File: src/rtl/bullet_hit_scanner.sv
// bullet_hit_scanner
// Collision/damage scanner that sits on the bullet store's second read port.
// Each frame tick walks the bullet slots one per cycle, tests each live
// bullet's box against the player box, pulses is_collide so the store can
// retire the bullet, and tracks player HP, invulnerability and death.
//
// Read-port protocol with the bullet store: index2 is a registered slot
// address; the store answers combinationally on position2/size2/color2/
// is_render2 within the same cycle. There is no ready/valid back-pressure:
// is_collide is a one-cycle pulse that always refers to the slot index2 held
// in the previous cycle, and the store must act on it in that cycle.
module bullet_hit_scanner #(
    parameter int NUM_BULLETS  = 3,
    parameter int HP_MAX       = 20,
    parameter int DAMAGE       = 4,
    parameter int HEAL         = 2,
    parameter int INVULN_TICKS = 30
) (
    input  logic        clk,
    input  logic        rst,
    input  logic        is_run,
    input  logic        frame_tick,
    input  logic [15:0] player_pos,
    input  logic [15:0] player_size,
    input  logic        player_moving,
    output logic [2:0]  index2,
    input  logic [15:0] position2,
    input  logic [15:0] size2,
    input  logic [1:0]  color2,
    input  logic        is_render2,
    output logic        is_collide,
    output logic [7:0]  hp,
    output logic        invuln,
    output logic        dead,
    output logic        scan_busy,
    output logic [1:0]  scan_state
);

    typedef enum logic [1:0] {
        IDLE  = 2'd0,
        SCAN  = 2'd1,
        DRAIN = 2'd2
    } state_t;

    localparam int              CW       = (INVULN_TICKS < 2) ? 1 : $clog2(INVULN_TICKS + 1);
    localparam logic [2:0]      LAST_IDX = 3'(NUM_BULLETS - 1);
    localparam logic [7:0]      HP_FULL  = 8'(HP_MAX);
    localparam logic [7:0]      DMG_V    = 8'(DAMAGE);
    localparam logic [8:0]      HEAL_V   = 9'(HEAL);
    localparam logic [8:0]      HP_FULL9 = 9'(HP_MAX);
    localparam logic [CW-1:0]   INV_LOAD = CW'(INVULN_TICKS);

    state_t        state;
    logic [CW-1:0] inv_cnt;

    // Box edges widened to 9 bits so right/bottom edges never wrap.
    logic [8:0] px, py, pw, ph;
    logic [8:0] bx, by, bw, bh;
    logic [8:0] p_right, p_bottom, b_right, b_bottom;

    assign px = {1'b0, player_pos[15:8]};
    assign py = {1'b0, player_pos[7:0]};
    assign pw = {1'b0, player_size[15:8]};
    assign ph = {1'b0, player_size[7:0]};
    assign bx = {1'b0, position2[15:8]};
    assign by = {1'b0, position2[7:0]};
    assign bw = {1'b0, size2[15:8]};
    assign bh = {1'b0, size2[7:0]};

    assign p_right  = px + pw;
    assign p_bottom = py + ph;
    assign b_right  = bx + bw;
    assign b_bottom = by + bh;

    logic nonzero_boxes;
    logic overlap;
    logic live_hit;
    logic dmg_color;
    logic dmg_hit;
    logic heal_hit;

    // A zero width or height box has no area, so it can never overlap even
    // though the strict edge compares alone could still be satisfied.
    assign nonzero_boxes = (pw != 9'd0) && (ph != 9'd0) && (bw != 9'd0) && (bh != 9'd0);
    assign overlap       = nonzero_boxes &&
                           (bx < p_right) && (px < b_right) &&
                           (by < p_bottom) && (py < b_bottom);

    // Hits only count during SCAN; once the player is dead nothing else lands,
    // so a later green slot in the same scan cannot bring the player back.
    assign live_hit  = (state == SCAN) && is_render2 && overlap && !dead;
    assign dmg_color = (color2 == 2'd0) || ((color2 == 2'd2) && player_moving);
    assign dmg_hit   = live_hit && dmg_color && !invuln;
    assign heal_hit  = live_hit && (color2 == 2'd1);

    logic [8:0] heal_sum;
    logic [7:0] hp_after_dmg;
    logic [7:0] hp_after_heal;

    assign heal_sum      = {1'b0, hp} + HEAL_V;
    assign hp_after_heal = (heal_sum >= HP_FULL9) ? HP_FULL : heal_sum[7:0];
    assign hp_after_dmg  = (hp <= DMG_V) ? 8'd0 : (hp - DMG_V);

    assign dead       = (hp == 8'd0);
    assign invuln     = (inv_cnt != '0);
    assign scan_state = state;

    // Scan sequencer: walks index2 across the slots, registers the hit pulse.
    always_ff @(posedge clk) begin
        if (rst || !is_run) begin
            state      <= IDLE;
            index2     <= 3'd0;
            is_collide <= 1'b0;
            scan_busy  <= 1'b0;
        end else begin
            is_collide <= dmg_hit || heal_hit;
            case (state)
                IDLE: begin
                    if (frame_tick && !dead) begin
                        state     <= SCAN;
                        index2    <= 3'd0;
                        scan_busy <= 1'b1;
                    end
                end
                SCAN: begin
                    if (index2 == LAST_IDX) begin
                        state <= DRAIN;
                    end else begin
                        index2 <= index2 + 3'd1;
                    end
                end
                DRAIN: begin
                    state     <= IDLE;
                    scan_busy <= 1'b0;
                end
                default: begin
                    state     <= IDLE;
                    scan_busy <= 1'b0;
                end
            endcase
        end
    end

    // Player status: HP commits with the hit pulse, invulnerability counts frames.
    always_ff @(posedge clk) begin
        if (rst || !is_run) begin
            hp      <= HP_FULL;
            inv_cnt <= '0;
        end else begin
            if (dmg_hit) begin
                hp <= hp_after_dmg;
            end else if (heal_hit) begin
                hp <= hp_after_heal;
            end

            // A damage load on the same edge as a tick wins over the decrement.
            if (dmg_hit) begin
                inv_cnt <= INV_LOAD;
            end else if (frame_tick && invuln) begin
                inv_cnt <= inv_cnt - CW'(1);
            end
        end
    end

endmodule

File: config.mk
export PLATFORM = sky130hd
export DESIGN_NAME = bullet_hit_scanner
export DESIGN_NICKNAME = d
export VERILOG_FILES = /design/src/rtl/bullet_hit_scanner.sv
export SDC_FILE = /design/constraint.sdc
export NUM_CORES = 1
export LEC_CHECK = 0
export ABC_AREA = 1
export BUFFER_PORTS_ARGS = -buffer_cell sky130_fd_sc_hd__buf_2
export CORE_MARGIN = 2
export CORE_UTILIZATION = 50
export DETAILED_ROUTE_END_ITERATION = 7
export PLACE_DENSITY = 0.74
export RECOVER_POWER = 100
export SETUP_SLACK_MARGIN = 0.2
export SKIP_LAST_GASP = 1
export SLEW_MARGIN = 0
export SYNTH_ARGS = -nofsm -noshare
export SYNTH_HDL_FRONTEND = slang
export SYNTH_SLANG_ARGS = --single-unit
export TNS_END_PERCENT = 100
File: constraint.sdc
create_clock -name clk -period 5.1 [get_ports clk]
set_input_delay 1.02 -clock clk [delete_from_list [all_inputs] [get_ports clk]]
set_output_delay 1.02 -clock clk [all_outputs]
set_load 0.005 [all_outputs]
## Yosys cells after proc, flatten, opt, wreduce, memory -nomap -nowiden

Index checks and enable logic that the tools add are counted.

- Bits in read-only memories: 0
- Input port bits: 72
- Bits in registers: 20
- Memories kept: 0
- Logic and storage cells: 80
- Memory bits (writable): 0
- Bits in latches: 0

- Mux-type cells: 14
- Divide/modulo/power cells: 0
- Shift-type cells: 0
- Magnitude comparators: 6
- $add $sub $neg: 8
- Bitwise logic cells: 1
- Reduce and logical (&&, ||, !) cells: 37
- Equality and inequality tests: 7
- Multipliers: 0

Operators by type and width:

| operator | number |
|---|---|
| 8-bit by 8-bit adder with 9-bit output | 4 |
| 8-bit by 9-bit less-than comparator with 1-bit output | 4 |
| 9-bit nonzero test | 4 |
| 8-bit 2-to-1 mux | 4 |
| 1-bit logical AND | 16 |
| 5-bit 2-to-1 mux | 2 |
| 8-bit by 2-bit adder with 9-bit output (second input constant) | 1 |
| 9-bit by 5-bit >= comparator with 1-bit output (second input constant) | 1 |
| 8-bit by 3-bit less-or-equal comparator with 1-bit output (second input constant) | 1 |
| 8-bit zero test | 1 |
| 8-bit by 3-bit subtractor with 8-bit output (second input constant) | 1 |
| 3-bit 2-to-1 mux | 2 |
| 3-bit one-hot mux with 2 select lines | 1 |
| 2-bit nonzero test | 3 |
| 5-bit nonzero test | 1 |
| 5-bit by 1-bit subtractor with 5-bit output (second input constant) | 1 |
| 2-bit by 1-bit equality test with 1-bit output (second input constant) | 2 |
| 2-bit zero test | 2 |
| 2-bit 2-to-1 mux | 2 |
| 2-bit inequality test (second input constant) | 2 |
| 2-bit one-hot mux with 2 select lines | 1 |
| 2-bit AND reduction | 2 |
| 3-bit by 1-bit adder with 3-bit output (second input constant) | 1 |
| 3-bit by 2-bit equality test with 1-bit output (second input constant) | 1 |
| 9 further kinds | 13 |

## Depth between registers and ports, before layout

- Depth after elaboration: 13
- Depth in mapped cells: 23

## Worst setup path after synthesis

OpenSTA, ideal clock, no wires.

- Path type: in2reg
- From: in position2[0]
- To: reg hp[3]
- Setup slack: 1677 ps
- Stages on the path: 23
- Required time: 4991 ps
- Arrival time: 3314 ps
- Cells stage by stage: ha_1 -> inv_1 -> fa_1 -> o21ai_1 -> nand2_1 -> nand2_1 -> a21oi_1 -> xor2_1 -> ha_1 -> nand2_1 -> inv_1 -> nand2_1 -> nand2_1 -> nand2_1 -> nand2_1 -> nand2_1 -> nand2_2 -> nor2_8 -> o21ai_2 -> nand2_1 -> nand3_1 -> nand2_1 -> inv_1

- Longest elaborated chain between the ends: 8
- Elaborated cells on any way between the ends: 12

RTL lines:

| what | RTL line | source |
|---|---|---|
| start, declared | 27 | `input logic [15:0] position2,` |
| 8-bit by 8-bit adder with 9-bit output or 8-bit by 9-bit less-than comparator with 1-bit output (tied branches) | 73, 87 |  |
| 8-bit by 9-bit less-than comparator with 1-bit output or 1-bit logical AND (tied branches) | 87, 86 |  |
| 1-bit logical AND (*) | 87 | `(by < p_bottom) && (py < b_bottom);` |
| 1-bit logical AND (*) (2 in series) | 91 | `assign live_hit = (state == SCAN) && is_render2 && overlap && !dead;` |
| 1-bit logical AND (2 in series) | 93 | `assign dmg_hit = live_hit && dmg_color && !invuln;` |
| 8-bit 2-to-1 mux or 2-bit nonzero test (tied branches) | -- |  |
| end signal, assigned | 151 | `hp <= hp_after_dmg;` |
| end signal, assigned | 153 | `hp <= hp_after_heal;` |
| end, declared | 32 | `output logic [7:0] hp,` |

Every way passes the cells marked *; elsewhere a longest branch is shown, timed or not.
A chain may end at the register's enable or synchronous reset.

## Worst setup path in the final report

Ends and elaborated chain as after synthesis.

==> impl_metrics.tcl <==
set metrics [dict create \
    status "finished, final reports clean" \
    placed_cells 622 \
    vdd_drop_max_uv 95.4 \
    synth_area_leaders "ha_1 (27%), nand2_1 (15%), dfxtp_1 (12%)" \
    synthDominantCellAreaShare_pct 27.3 \
    leakagePower_nw 2.07 \
    tritoncts "built" \
    mappedNetlistNets 607 \
    post_cts_sizing 0 \
    synthMostInstantiatedCell "nand2_1" \
    multi_input_area_um2 2440 \
    synth_ff_type "dfxtp_1" \
    final_max_tran_viols 0 \
    grt_pass1_wl_um 12500 \
    placeableCoreArea_um2 5990 \
    routabilityCongestion 0.819 \
    setup_tns_final_ns 0 \
    route.detailed.wl_per_inst_um 11.2 \
    fillerInstances 601 \
    dominant_cell_type_by_area_after_synthesis "ha_1" \
    number_of_enable_flip_flop_cells_after_synthesis 0 \
    postSynthRegisterBits 19 \
    sequential_cell_area_fraction_in_the_yosys_report_pct 12.2 \
    clock_skew_ns 0.00309 \
    internal_power_mw 0.343 \
    drt.antenna.violating_nets 0 \
    crit_path_max_fanout 8 \
    die_w_um 83.0 \
    worst_hold_path_type "reg2reg" \
    post_route_cells_drive_above_1_share_pct 18.3 \
    clock_insertion_delay_worst_skew_ns 0.26 \
    worst_ep_required_time_ns 5.26 \
    critical-path-top-delay-family "simple AND/OR/NAND/NOR gates" \
    cp_cell_sequence "buf_2 -> ha_1 -> inv_1 -> fa_1 -> o21ai_0 -> nand2_1 -> nand2_1 -> a21oi_1 -> xor2_1 -> ha_1 -> nand2_1 -> inv_1 -> nand2_1 -> nand2_1 -> nand2_1 -> nand2_1 -> nand2_1 -> nand2_2 -> nor2_1 -> o21ai_2 -> nand2_1 -> nand3_1 -> nand2_1 -> inv_1" \
    drt_pre_antenna_iters 4 \
    buffer_ports.inserted 87 \
    synth_cells 463 \
    fp-row-count 28 \
    fin_nets 696 \
    syn_avg_cell_area_um2 6.74 \
    hold_buffers 0 \
    chipHeight_um 83.0 \
    number_of_buffers_and_inverters_on_the_critical_path 4 \
    path_class "in2reg" \
    grt_antenna_before_repair 0 \
    drc 0 \
    critPathArrivalTime_ns 4.21 \
    area.sequential_um2 380 \
    max_cap_violations 0 \
    clkSinkCount 19 \
    setup-violations-final 0 \
    grt_pass1_vias 3022 \
    switchingPower_mw 0.231 \
    proportion_of_synthesized_flip_flops_having_asynchronous_set_or_reset_pct 0 \
    dieArea_um2 6890 \
    finalHoldViolations 0 \
    max_freq_ghz 0.247 \
    layout.cells.non_filler 626 \
    floorplan.initialDensity_pct 52.1 \
    wp_depth 24 \
    timing.critical_path.from_type "input port" \
    pwr-share-seq_pct 26.4 \
    relSlewSlack_pct 59.3 \
    min_period_over_period_pct 79.4 \
    timing.reg2reg.worst_path_depth 12 \
    antenna-diode-count 0 \
    cellPowerDensity_nw_per_um2 157 \
    end_kind "register" \
    htree_num_levels 1 \
    grt_setup_unrepaired "no" \
    num_io_pins 89 \
    global_route.overflow_total 0 \
    cell_types_with_the_highest_counts_after_synthesis "nand2_1 (121), ha_1 (68), inv_1 (68)" \
    clk_pin_slew_ns 0.08 \
    final_core_util_pct 61.0 \
    yosys_warnings 0 \
    wl_um 7010 \
    combPwrFrac_pct 54.9 \
    grt_start_max_net_pins 12 \
    library_cells_used_by_synthesis 32 \
    slowest_cell_delay_on_critical_path_ns 0.46 \
    min_path_cells 2 \
    synth.cell_area_um2 3120 \
    cts.path.max_buffers 2 \
    initialDrtViolationCount 114 \
    worst_case_setup_margin_in_the_final_layout_ns 1.05 \
    layout_min_cycle_time_ns 4.05 \
    place_hpwl_um 6260 \
    area_growth_syn_to_layout_pct 17.1 \
    dp_slack_ns 1.26 \
    cts_post_setup_buffers_inserted 0 \
    grt_util_all_layers_pct 20.8 \
    power_frac_clock_pct 18.7 \
    cts_buffers 3 \
    avgViaCountPerCell 5.04 \
    most_repeated_library_cell_on_the_critical_path "nand2_1" \
    vias 3152 \
    max_slew.worst_pin.slew_ns 0.604 \
    power_switching_share_pct 40.3 \
    cell_chosen_for_the_clock_root "clkbuf_8" \
    critical-path-slowest-cell "nor2_1" \
]
==> cell usage in the layout (no fill, tap or decap), drive strengths merged <==
| master | count |
|---|---|
| nand3b | 1 |
| buf | 85 |
| nand2 | 125 |
| o41ai | 1 |
| xnor2 | 9 |
| xor2 | 21 |
| clkinv | 1 |
| a21boi | 1 |
| inv | 70 |
| a31oi | 4 |
| clkbuf | 5 |
| nor2 | 35 |
| nand4 | 11 |
| o21ai | 11 |
| fa | 4 |
| o21bai | 1 |
| or2 | 1 |
| nand3 | 20 |
| nor4 | 2 |
| nor3 | 5 |
| ha | 68 |
| conb | 1 |
| a211oi | 1 |
| a21oi | 47 |
| a21o | 2 |
| dfxtp | 19 |
==> flip-flops by register name, indices dropped and copies added, names as in the netlist <==
register,cells
scan_busy,1
hp,7
inv_cnt,5
scan_state,2
is_collide,1
index2,3
==> final timing paths <==
kind	start	to	slack, ns
hold / removal	inv_cnt[4]	inv_cnt[4]	0.46
setup / recovery	position2[0]	hp[3]	1.05
hold reg to reg	inv_cnt[4]	inv_cnt[4]	0.46
setup reg to reg	hp[2]	hp[3]	2.68
==> power groups by stage <==
stage	Combinational [mW]	Clock, mW	Sequential, mW
6_report	0.315	0.107	0.151
5_1_grt	0.371	0.119	0.152
4_1_cts	0.322	0.111	0.151
3_5_place_dp	0.320	0	0.155
3_3_place_gp	0.310	0	0.155
2_1_floorplan	0.233	0	0.155
==> through the flow <==
step | area (um2) | power [mW] | hold WS (ns)
final | 3650 | 0.573 | 0.461
after global routing | 3650 | 0.642 | 0.486
after CTS | 3680 | 0.585 | 0.462
after global placement | 3630 | 0.465 | 0.455
after floorplan | 3120 | 0.388 | 0.438
after detailed placement | 3630 | 0.475 | 0.450
==> tightest hold or removal path: cells and delay by family, from the launching register on <==
kind / cells / cell delay (ns)
DFF: 1 / 0.31
and+or+nand+nor: 1 / 0.06
AOI/OAI and AO/OA: 1 / 0.05
==> area by class of cell <==
type / instances / share of cell area, %
inverters: 70 / 7.19
well taps: 75 / 2.57
repair buffers: 87 / 11.9
clock buffers: 3 / 1.13
clock inverters: 1 / 0.137
multi-input cells: 371 / 66.7
flip-flops and latches: 19 / 10.4
==> logic make-up (layout without fill, tap and decap cells) <==
| logic type | count (synthesis) | after routing | share of synthesized area [%] |
|---|---|---|---|
| AO/OA/AOI/OAI | 68 | 68 | 12.2 |
| XOR/XNOR | 30 | 30 | 8.42 |
| adder cells (fa/ha/maj) | 72 | 72 | 29.8 |
| buffers and inverters | 73 | 161 | 9.02 |
| flip-flops | 19 | 19 | 12.2 |
| other | 1 | 1 | 0.120 |
| AND/OR/NAND/NOR | 200 | 200 | 28.2 |
==> metal layers <==
layer	track usage (%)	up-vias	share of wire, %	wire length (um)
li1	-	1698	-	-
met3	2.98	6	3.8	264
met1	27.0	1391	48	3350
met5	0	-	0	0
met2	37.3	57	48	3340
met4	2.98	0	0.80	56
Power figures use the tool's default switching activity.
